File: config.mk
export PLATFORM = sky130hd
export DESIGN_NAME = if_stage
export DESIGN_NICKNAME = d
export VERILOG_FILES = /design/src/rtl/if_stage.sv
export SDC_FILE = /design/constraint.sdc
export NUM_CORES = 1
export LEC_CHECK = 0
export CAP_MARGIN = 20
export CORE_UTILIZATION = 23
export DETAILED_ROUTE_END_ITERATION = 7
export PLACE_DENSITY = 0.51
export SLEW_MARGIN = 25
export SYNTH_ARGS = -nofsm -noshare
export SYNTH_HDL_FRONTEND = slang
export SYNTH_SLANG_ARGS = --single-unit
File: constraint.sdc
create_clock -name clk -period 6.05 [get_ports clk]
set_clock_uncertainty 0.15 [all_clocks]
set_input_delay 1.21 -clock clk [delete_from_list [all_inputs] [get_ports clk]]
set_output_delay 1.21 -clock clk [all_outputs]
set_load 0.01 [all_outputs]
File: src/rtl/if_stage.sv
// Instruction-fetch stage: owns the PC, drives the combinational ROM, and registers
// {pc, inst} into the IF/ID valid/ready register with redirect and ADEF tagging.
module if_stage #(
  parameter logic [31:0] RESET_PC = 32'h1c00_0000,
  parameter logic [31:0] NOP_INST = 32'h0340_0000,
  parameter int          ADDR_W   = 32
) (
  input  logic              clk,
  input  logic              rst,
  input  logic [31:0]       inst_i,
  output logic [ADDR_W-1:0] inst_addr_o,
  output logic              rom_ce_o,
  input  logic              br_taken_i,
  input  logic [ADDR_W-1:0] br_target_i,
  input  logic              id_ready_i,
  output logic              id_valid_o,
  output logic [ADDR_W-1:0] id_pc_o,
  output logic [31:0]       id_inst_o,
  output logic              id_adef_o
);

  logic [ADDR_W-1:0] pc_q, pc_d;
  logic              ce_q, ce_d;
  logic              vld_q, vld_d;
  logic [ADDR_W-1:0] id_pc_q, id_pc_d;
  logic [31:0]       id_inst_q, id_inst_d;
  logic              id_adef_q, id_adef_d;
  logic              adv, redirect, misal;

  assign misal    = pc_q[1:0] != 2'b00;
  assign redirect = ce_q & br_taken_i;
  assign adv      = ce_q & (~vld_q | id_ready_i) & ~br_taken_i;

  always_comb begin
    pc_d      = pc_q;
    ce_d      = 1'b1;
    vld_d     = vld_q;
    id_pc_d   = id_pc_q;
    id_inst_d = id_inst_q;
    id_adef_d = id_adef_q;
    // Redirect wins over stall: the wrong-path entry is dropped even if decode is stalled.
    if (redirect) begin
      pc_d  = br_target_i;
      vld_d = 1'b0;
    end else if (adv) begin
      pc_d      = pc_q + ADDR_W'(4);
      vld_d     = 1'b1;
      id_pc_d   = pc_q;
      id_adef_d = misal;
      id_inst_d = misal ? NOP_INST : inst_i;
    end
  end

  always_ff @(posedge clk or posedge rst) begin
    if (rst) begin
      pc_q      <= RESET_PC[ADDR_W-1:0];
      ce_q      <= 1'b0;
      vld_q     <= 1'b0;
      id_pc_q   <= '0;
      id_inst_q <= '0;
      id_adef_q <= 1'b0;
    end else begin
      pc_q      <= pc_d;
      ce_q      <= ce_d;
      vld_q     <= vld_d;
      id_pc_q   <= id_pc_d;
      id_inst_q <= id_inst_d;
      id_adef_q <= id_adef_d;
    end
  end

  assign inst_addr_o = pc_q;
  assign rom_ce_o    = ce_q;
  assign id_valid_o  = vld_q;
  assign id_pc_o     = id_pc_q;
  assign id_inst_o   = id_inst_q;
  assign id_adef_o   = id_adef_q;

endmodule

==> out/summary.md, run 1 <==
The flow ran to the end, and the final reports show no timing, DRC or antenna violations. At the end of the flow, the number of nets in the layout was 647. The tools report the number of warning messages in the yosys log as 0.

The cell count after synthesis came out at 420. The measured slew at the worst slew-check pin came out at 0.926 ns. Counting the fill cells in the layout gives 1814. Main flop type after synthesis: dfrtp_1.

The share of cells above drive strength 1 works out to 0.0583. The total count of max-transition violations in the final report was 0; the power density normalized to cell area was 311 nW/µm². The worst-case register-to-register setup slack came out at 3.61 ns. The fmax was 0.295 GHz. The congestion estimate from routability-driven global placement came to 0.743. The number of hold buffers added after CTS was 0.

Once detail routing completed, the nets flagged for antenna violations numbered 0. Dividing the detail-routed via count by the number of cells gives 4.59. The slowest stage of the critical path is the or3_1 cell. The number of nets handed over by synthesis was 489. The worst hold path was traced through 2 stages. The peak fanout along the critical path was 37. Clock latency on the worst-skew pair, taken at its later pin, is 0.35 ns. The final number of hold-violating endpoints is 0.

After clock tree synthesis, the clock-pin slew on the worst setup and hold paths is 0.07 ns. The floorplan step set the die height to 137 µm. For the wire length reported by the detailed router, the log shows 13.2 mm. The proportion of synthesized flip-flops having asynchronous set or reset came out at 1.00. In this run the critical register-to-register path is launched from id_valid_o. The die footprint came out at 18900 µm². The endpoint type of the worst setup path was a register. For this run, the detailed router's first-pass iteration total came to 4. Summed over all nets, the half-perimeter wirelength after detailed placement is 9.15 mm. The synthesized area per cell is 10.1 µm², and the synthesized cell area is 4220 µm². The clock sink count came out at 99.

The logs give 0.235 for the initial standard-cell utilization of the core and 0 for the post-CTS setup buffer count. After floorplanning, the core was divided into 49 placement rows. The data arrival time of the worst path came out at 3.47 ns. The initial antenna violation count was 0. The post-route core utilization was 0.360. The number of clock buffers inserted by TritonCTS was 9. Counting flops with a built-in enable in the synthesized netlist gives 0. Setup violations remaining at the end of the flow were counted as 0. For the total congestion overflow, the log shows 0. The width of the die was 137 µm.

Walking the worst path, the cells encountered are clkdlybuf4s50_1, nand2b_1, and2_1, nand2b_2, or3_1, o22a_1. TritonCTS built the clock tree. The mean routed wirelength per cell works out to 16.2 µm. Worst min-delay path startpoint: id_pc_o[2]. The core area is 18000 µm², and the relative slew slack is 0.383. For the overall routing resource usage, the log shows 0.142. IR analysis of the VDD net gives a maximum drop of 0.000155 V. Root buffer cell: clkbuf_16.

In this design, the stage delay of the slowest critical-path cell is 0.57 ns. The first global-routing pass estimated 20.1 mm of wire. The final instance count without filler cells was 812; the via count of the first global-routing pass was 3763.

In this run, distinct cell masters in the synthesized netlist total 35. The worst hold path belongs to the class register to register. The logs give 0 for the max capacitance violation total and 129 for the initial DRC count.

The routed layout has 3730 vias. After clock tree synthesis, the repair step resized 0 gates. For hold timing, the worst endpoint is id_pc_o[2]. The data required time of the worst path was 6.14 ns; the post-synthesis sequential element count was 99.

0 antenna diodes ended up in the layout. Counting I/O delays and the setup requirement, the final critical path takes 3.39 ns. The layout overhead on the synthesized area came out at 53.3%. Summed over all cells, the static leakage comes to 2.76 nW. The portion of the clock cycle consumed by the worst path in the final layout was 0.560; the pin count of the biggest net entering global routing was 57.

The count of unresolved DRC violations after routing is 0, and the H-tree level count is 3. For the number of placed instances, taps included, the log shows 795. The run gives 2 as the maximum clock path buffer count. The number of port buffers works out to 166. 167 I/O pins were placed. The worst setup path is launched from an input pin. Setup repair after global routing left no endpoint under its margin. The worst setup path is of the input pin to register kind.

In the final timing run, aggregate negative setup slack is 0 ns. Worst-case reg-to-reg path depth: 5. For the proportion of synthesized chip area in sequential cells, the log shows 0.588. In this run the critical register-to-register path is captured at id_inst_o[22].
-- synth_stat cells (2+ instances only) --
cell type / instances / area (µm²)
nand2_1: 139 / 522
and2_1: 5 / 31.3
buf_2: 6 / 30.0
clkbuf_1: 16 / 60.1
nor3_1: 5 / 25.0
a21oi_1: 3 / 15.0
nand3_1: 12 / 60.1
nor2_1: 8 / 30.0
dfstp_2: 3 / 78.8
xor2_1: 18 / 158
or4_1: 2 / 15.0
and3_1: 7 / 43.8
inv_1: 2 / 7.51
nand2b_1: 2 / 12.5
a22o_1: 29 / 254
o21ai_0: 26 / 130
xnor2_1: 9 / 78.8
dfrtp_1: 96 / 2400
nand4_1: 10 / 62.6
o22a_1: 3 / 26.3
and4_1: 5 / 43.8
-- layout by cell type (no fill, tap or decap), drive strengths merged, types with 2 or more instances in the layout --
| cell | instances |
|---|---|
| clkdlybuf4s50 | 166 |
| nand2 | 139 |
| dfrtp | 96 |
| a22o | 29 |
| o21ai | 26 |
| xor2 | 18 |
| nand3 | 13 |
| nand4 | 11 |
| clkbuf | 10 |
| xnor2 | 9 |
| and3 | 9 |
| nor2 | 8 |
| and4 | 7 |
| and2 | 5 |
| nor3 | 5 |
| buf | 4 |
| a21oi | 3 |
| o22a | 3 |
| dfstp | 3 |
| or4 | 2 |
| clkinvlp | 2 |
| bufinv | 2 |
| nand2b | 2 |
| inv | 2 |
| clkinv | 2 |
-- layout make-up --
cell class	count	area [µm²]	area share
flip-flops and latches	99	2480	0.383
well taps	229	287	0.0443
repair buffers	170	1710	0.264
multi-input cells	296	1660	0.256
clock buffers	10	239	0.0369
inverters	2	10.0	0.00155
clock inverters	6	88.8	0.0137
-- power breakdown --
part           switching, mW  internal (mW)
combinational          0.205          0.299
clock                  0.259          0.374
sequential             0.101          0.775
total                  0.566           1.45
-- worst max-delay path, delay by kind of cell --
family / cells / cell delay, ns
and+or+nand+nor: 4 / 1.60
AOI/OAI and AO/OA: 1 / 0.19
buffers and inverters: 1 / 0.46
-- metrics by stage --
step	instance area (µm²)	hold WS [ns]	setup slack (ns)	power [mW]
floorplan	4220	0.363	2.10	1.06
global placement	6120	0.309	2.36	1.39
detailed placement	6120	0.313	2.29	1.40
CTS	6440	0.331	2.67	2.05
global route	6470	0.351	2.47	2.13
finish	6470	0.327	2.66	2.01
-- registers in the layout, summed over array words and instances, names as in the netlist --
name	cells
rom_ce_o	1
inst_addr_o	32
id_valid_o	1
id_inst_o	32
id_adef_o	1
id_pc_o	32
-- worst max-delay path by stage --
| stage | from | end | slack, ns |
|---|---|---|---|
| 2_1_floorplan | rst | id_adef_o | 2.10 |
| 3_3_place_gp | id_ready_i | id_inst_o[25] | 2.36 |
| 3_5_place_dp | id_ready_i | id_inst_o[22] | 2.29 |
| 4_1_cts | id_ready_i | id_inst_o[22] | 2.67 |
| 5_1_grt | id_ready_i | id_inst_o[11] | 2.47 |
| 6_report | id_ready_i | id_inst_o[22] | 2.66 |
-- per-layer routing --
metal  up-vias  share of wire  wire (µm)  global-route usage
met5         -              0          0                   0
met1      1815           0.45       5960               0.184
met4         0          0.016        211              0.0568
li1       1746              -          -                   -
met3        15          0.076       1010              0.0327
met2       154           0.46       6000               0.227
-- cells by family after synthesis --
logic type / count (synthesis) / share of synthesized area
other cells: 1 / 0.000888
flops: 99 / 0.588
xor+xnor: 27 / 0.0560
simple gates: 202 / 0.221
buf+inv: 25 / 0.0240
mux: 1 / 0.00237
compound gates: 64 / 0.106
fa+ha+maj: 1 / 0.00296
Power figures use the tool's default switching activity.
==> run 2, diff against run 1 <==
PLACE_DENSITY = 0.52   (was 0.51)
clock period = 3.1 ns   (was 6.05 ns; I/O delays follow)
==> run 2 against run 1 <==
Final cell count increased by 0.86%. Hold slack got worse by 0.0042 ns. First-iteration DRC count decreased by 19%. Largest cell class unchanged. Global-route usage decreased by 0.066 points. Setup slack got worse by 1.8 ns. Die area unchanged. Critical endpoint is now inst_addr_o[28]. Sequential share of layout area decreased by 0.41 points. Flip-flop and latch count unchanged. Register-to-register slack got worse by 2.6 ns. Utilization increased by 0.39 points.
==> out/summary.md, run 2 (synthesized netlist as in run 1, its figures left out) <==
The run finished with clean final reports. In this run the remaining antenna-violating nets after routing total 0. The switching portion of total power is 0.280, and the post-CTS setup buffer count is 0. TritonCTS built the clock tree.

The initial antenna violation count is 0, and the number of hold buffers added after CTS is 0. The filler cells instantiated in the layout total 1800. The width of the die was 137 µm.

The tree is rooted in a clkbuf_16. At the end of routability-driven placement, the weighted congestion stood at 0.746. The run gives 0 as the max capacitance violation total.

For this design the ratio of total power to cell area is 602 nW/µm². The final instance count without filler cells is 819, and the initial DRC count is 104. The worst hold-check path type was register to register. The number of placed instances, taps included, is 803. Broken down by cell family, the worst path's largest delay share belongs to flip-flops. The initial standard-cell utilization of the core came out at 0.235. Walking the worst path, the cells encountered are clkdlybuf4s50_1. In this run the count of I/O pins placed on the die edge is 167. In the detailed route, the total length drawn on met3 is 1.06 mm.

Logic depth of the worst path, buffers included: 1. Summing over every cut layer, the via total after detailed routing is 3618. The via count of the first global-routing pass is 3815, and the leakage power figure is 2.79 nW. The y dimension of the die is 137 µm, and the peak fanout along the critical path is 5. The total congestion overflow was 0; the number of clock buffers inserted by TritonCTS was 9. The setup TNS was 0 ns.

For the overall routing resource usage, the log shows 0.141. The library cell used most frequently in the layout, excluding fill and tap cells, is clkdlybuf4s50_1. The tools report the worst-case register-to-register setup slack as 0.98 ns. The critical path in this run is classified as register to output pin. The count of buffers added on input and output ports is 166. The total count of max-transition violations in the final report was 0. The launch instance of the worst register-to-register path was inst_addr_o[2].

The logs give 0.433 for the register share of total power and 0.322 ns for the tightest hold margin. In this run the critical register-to-register path is captured at inst_addr_o[14]. The core area is 18000 µm². The number of core rows is 49, and the number of gates resized after cts is 0. The portion of the clock cycle consumed by the worst path in the final layout came out at 0.732. The net switching power of the design came out at 1.10 mW.

The worst-case IR drop observed on VDD is 0.000313 V. For this design, the sink count on the clock tree is 99. The first global-routing pass estimated 20.2 mm of wire.

The nature of the critical path startpoint is a register. The number of buffers and inverters on the critical path was 1. After detailed routing, the average wire length per cell comes to 15.9 µm.

The routed design has 13.0 mm of wire. The layout overhead on the synthesized area works out to 55.0%. The final number of hold-violating endpoints was 0. For this run, the slowest stage of the critical path takes 0.58 ns. The half-perimeter wire length after placement came out at 9.35 mm. After detailed routing, the wire length on met1 is 5.90 mm. The first TritonRoute pass finished after 4 iterations. The die footprint is 18900 µm², and the combinational share of power is 0.252. The H-tree was split into 3 levels. STA puts the critical path data required time at 2.33 ns. For the fmax, the log shows 0.441 GHz.

Following the worst setup path forward leads to its endpoint at inst_addr_o[28]. The clock period minus final worst setup slack works out to 2.27 ns. The share of cells above drive strength 1 works out to 0.0678. The repair_antennas step left the layout with diodes totalling 0. Endpoint type of the worst setup path: an output pin. Signal routing reaches up to met4.

After detailed routing, the number of vias per cell comes to 4.42. Entering global routing, the biggest net connects 55 pins. The met2 wirelength from detailed routing was 5.91 mm.

Setup violations remaining at the end of the flow were counted as 0. The share of power burned in the clock network is 0.315, and the count of unresolved DRC violations after routing is 0. The later pin in the worst-skew pair is clocked with a latency of 0.34 ns. The net count of the finished layout is 654.

Clock-pin slew was measured on the worst setup and hold paths at 0.07 ns. Setup repair after global routing left no endpoint under its margin. No sink is reached through more buffers than the 2 on the longest clock path.

Critical-path cell with the highest stage delay: dfstp_2. The library cells used most frequently in the layout, excluding fill and tap cells, are clkdlybuf4s50_1, nand2_1, dfrtp_1. The tools report the internal portion of total power as 2.84 mW. The startpoint of the most critical setup path is inst_addr_o[28]. For the worst setup path, the data arrival time is 1.50 ns. The worst register-to-register path has a depth of 6.
run 2: cell types whose count changed in the layout (fill, tap and decap cells not counted):
cell	delta
buf_12	+3
buf_16	-1
buf_4	+5
clkbuf_1	+1
clkinv_2	-1
clkinv_4	-1
clkinvlp_4	+1
inv_4	-1
inv_6	+1
run 2: tightest hold or removal path: cells and delay by family (launching register included):
kind / cells / cell delay (ns)
and+or+nand+nor: 2 / 0.10
DFF: 1 / 0.34
run 2: area by class of cell:
| type | instances | area, µm² | area share |
|---|---|---|---|
| multi-input combinational | 296 | 1660 | 0.253 |
| timing repair buffer | 177 | 1780 | 0.272 |
| tap | 229 | 287 | 0.0438 |
| clock buffer | 11 | 243 | 0.0371 |
| clock inverter | 5 | 83.8 | 0.0128 |
| inverter | 2 | 11.3 | 0.00172 |
| sequential | 99 | 2480 | 0.379 |
run 2: worst min path at each step:
stage	startpoint	to	slack [ns]	cells after the start
floorplan	inst_addr_o[27]	id_pc_o[27]	0.36	2
CTS	id_pc_o[9]	id_pc_o[9]	0.33	2
finish	id_pc_o[9]	id_pc_o[9]	0.32	2
detailed placement	id_pc_o[17]	id_pc_o[17]	0.31	2
global route	id_pc_o[10]	id_pc_o[10]	0.36	2
global placement	id_pc_o[29]	id_pc_o[29]	0.31	2
run 2: layer usage:
metal / vias to the layer above / track usage
met5: - / 0
met4: 0 / 0.0366
met1: 1724 / 0.177
met3: 7 / 0.0419
li1: 1755 / -
met2: 132 / 0.235
run 2: power by group through the flow:
stage / Clock [mW] / Combinational [mW] / Sequential [mW]
floorplan: 0 / 0.279 / 1.80
CTS: 1.30 / 1.01 / 1.71
global placement: 0 / 0.994 / 1.73
detailed placement: 0 / 1.01 / 1.73
global route: 1.34 / 1.09 / 1.74
finish: 1.24 / 0.993 / 1.70
run 2: metrics by stage:
| step | total power [mW] | util | instance area (µm²) | worst slack (ns) |
|---|---|---|---|---|
| final | 3.94 | 0.364 | 6540 | 0.830 |
| after floorplan | 2.07 | - | 4230 | 1.07 |
| after global routing | 4.17 | 0.364 | 6540 | 0.732 |
| after detailed placement | 2.74 | 0.346 | 6220 | 0.520 |
| after CTS | 4.02 | 0.364 | 6540 | 0.797 |
| after global placement | 2.72 | 0.346 | 6220 | 0.549 |
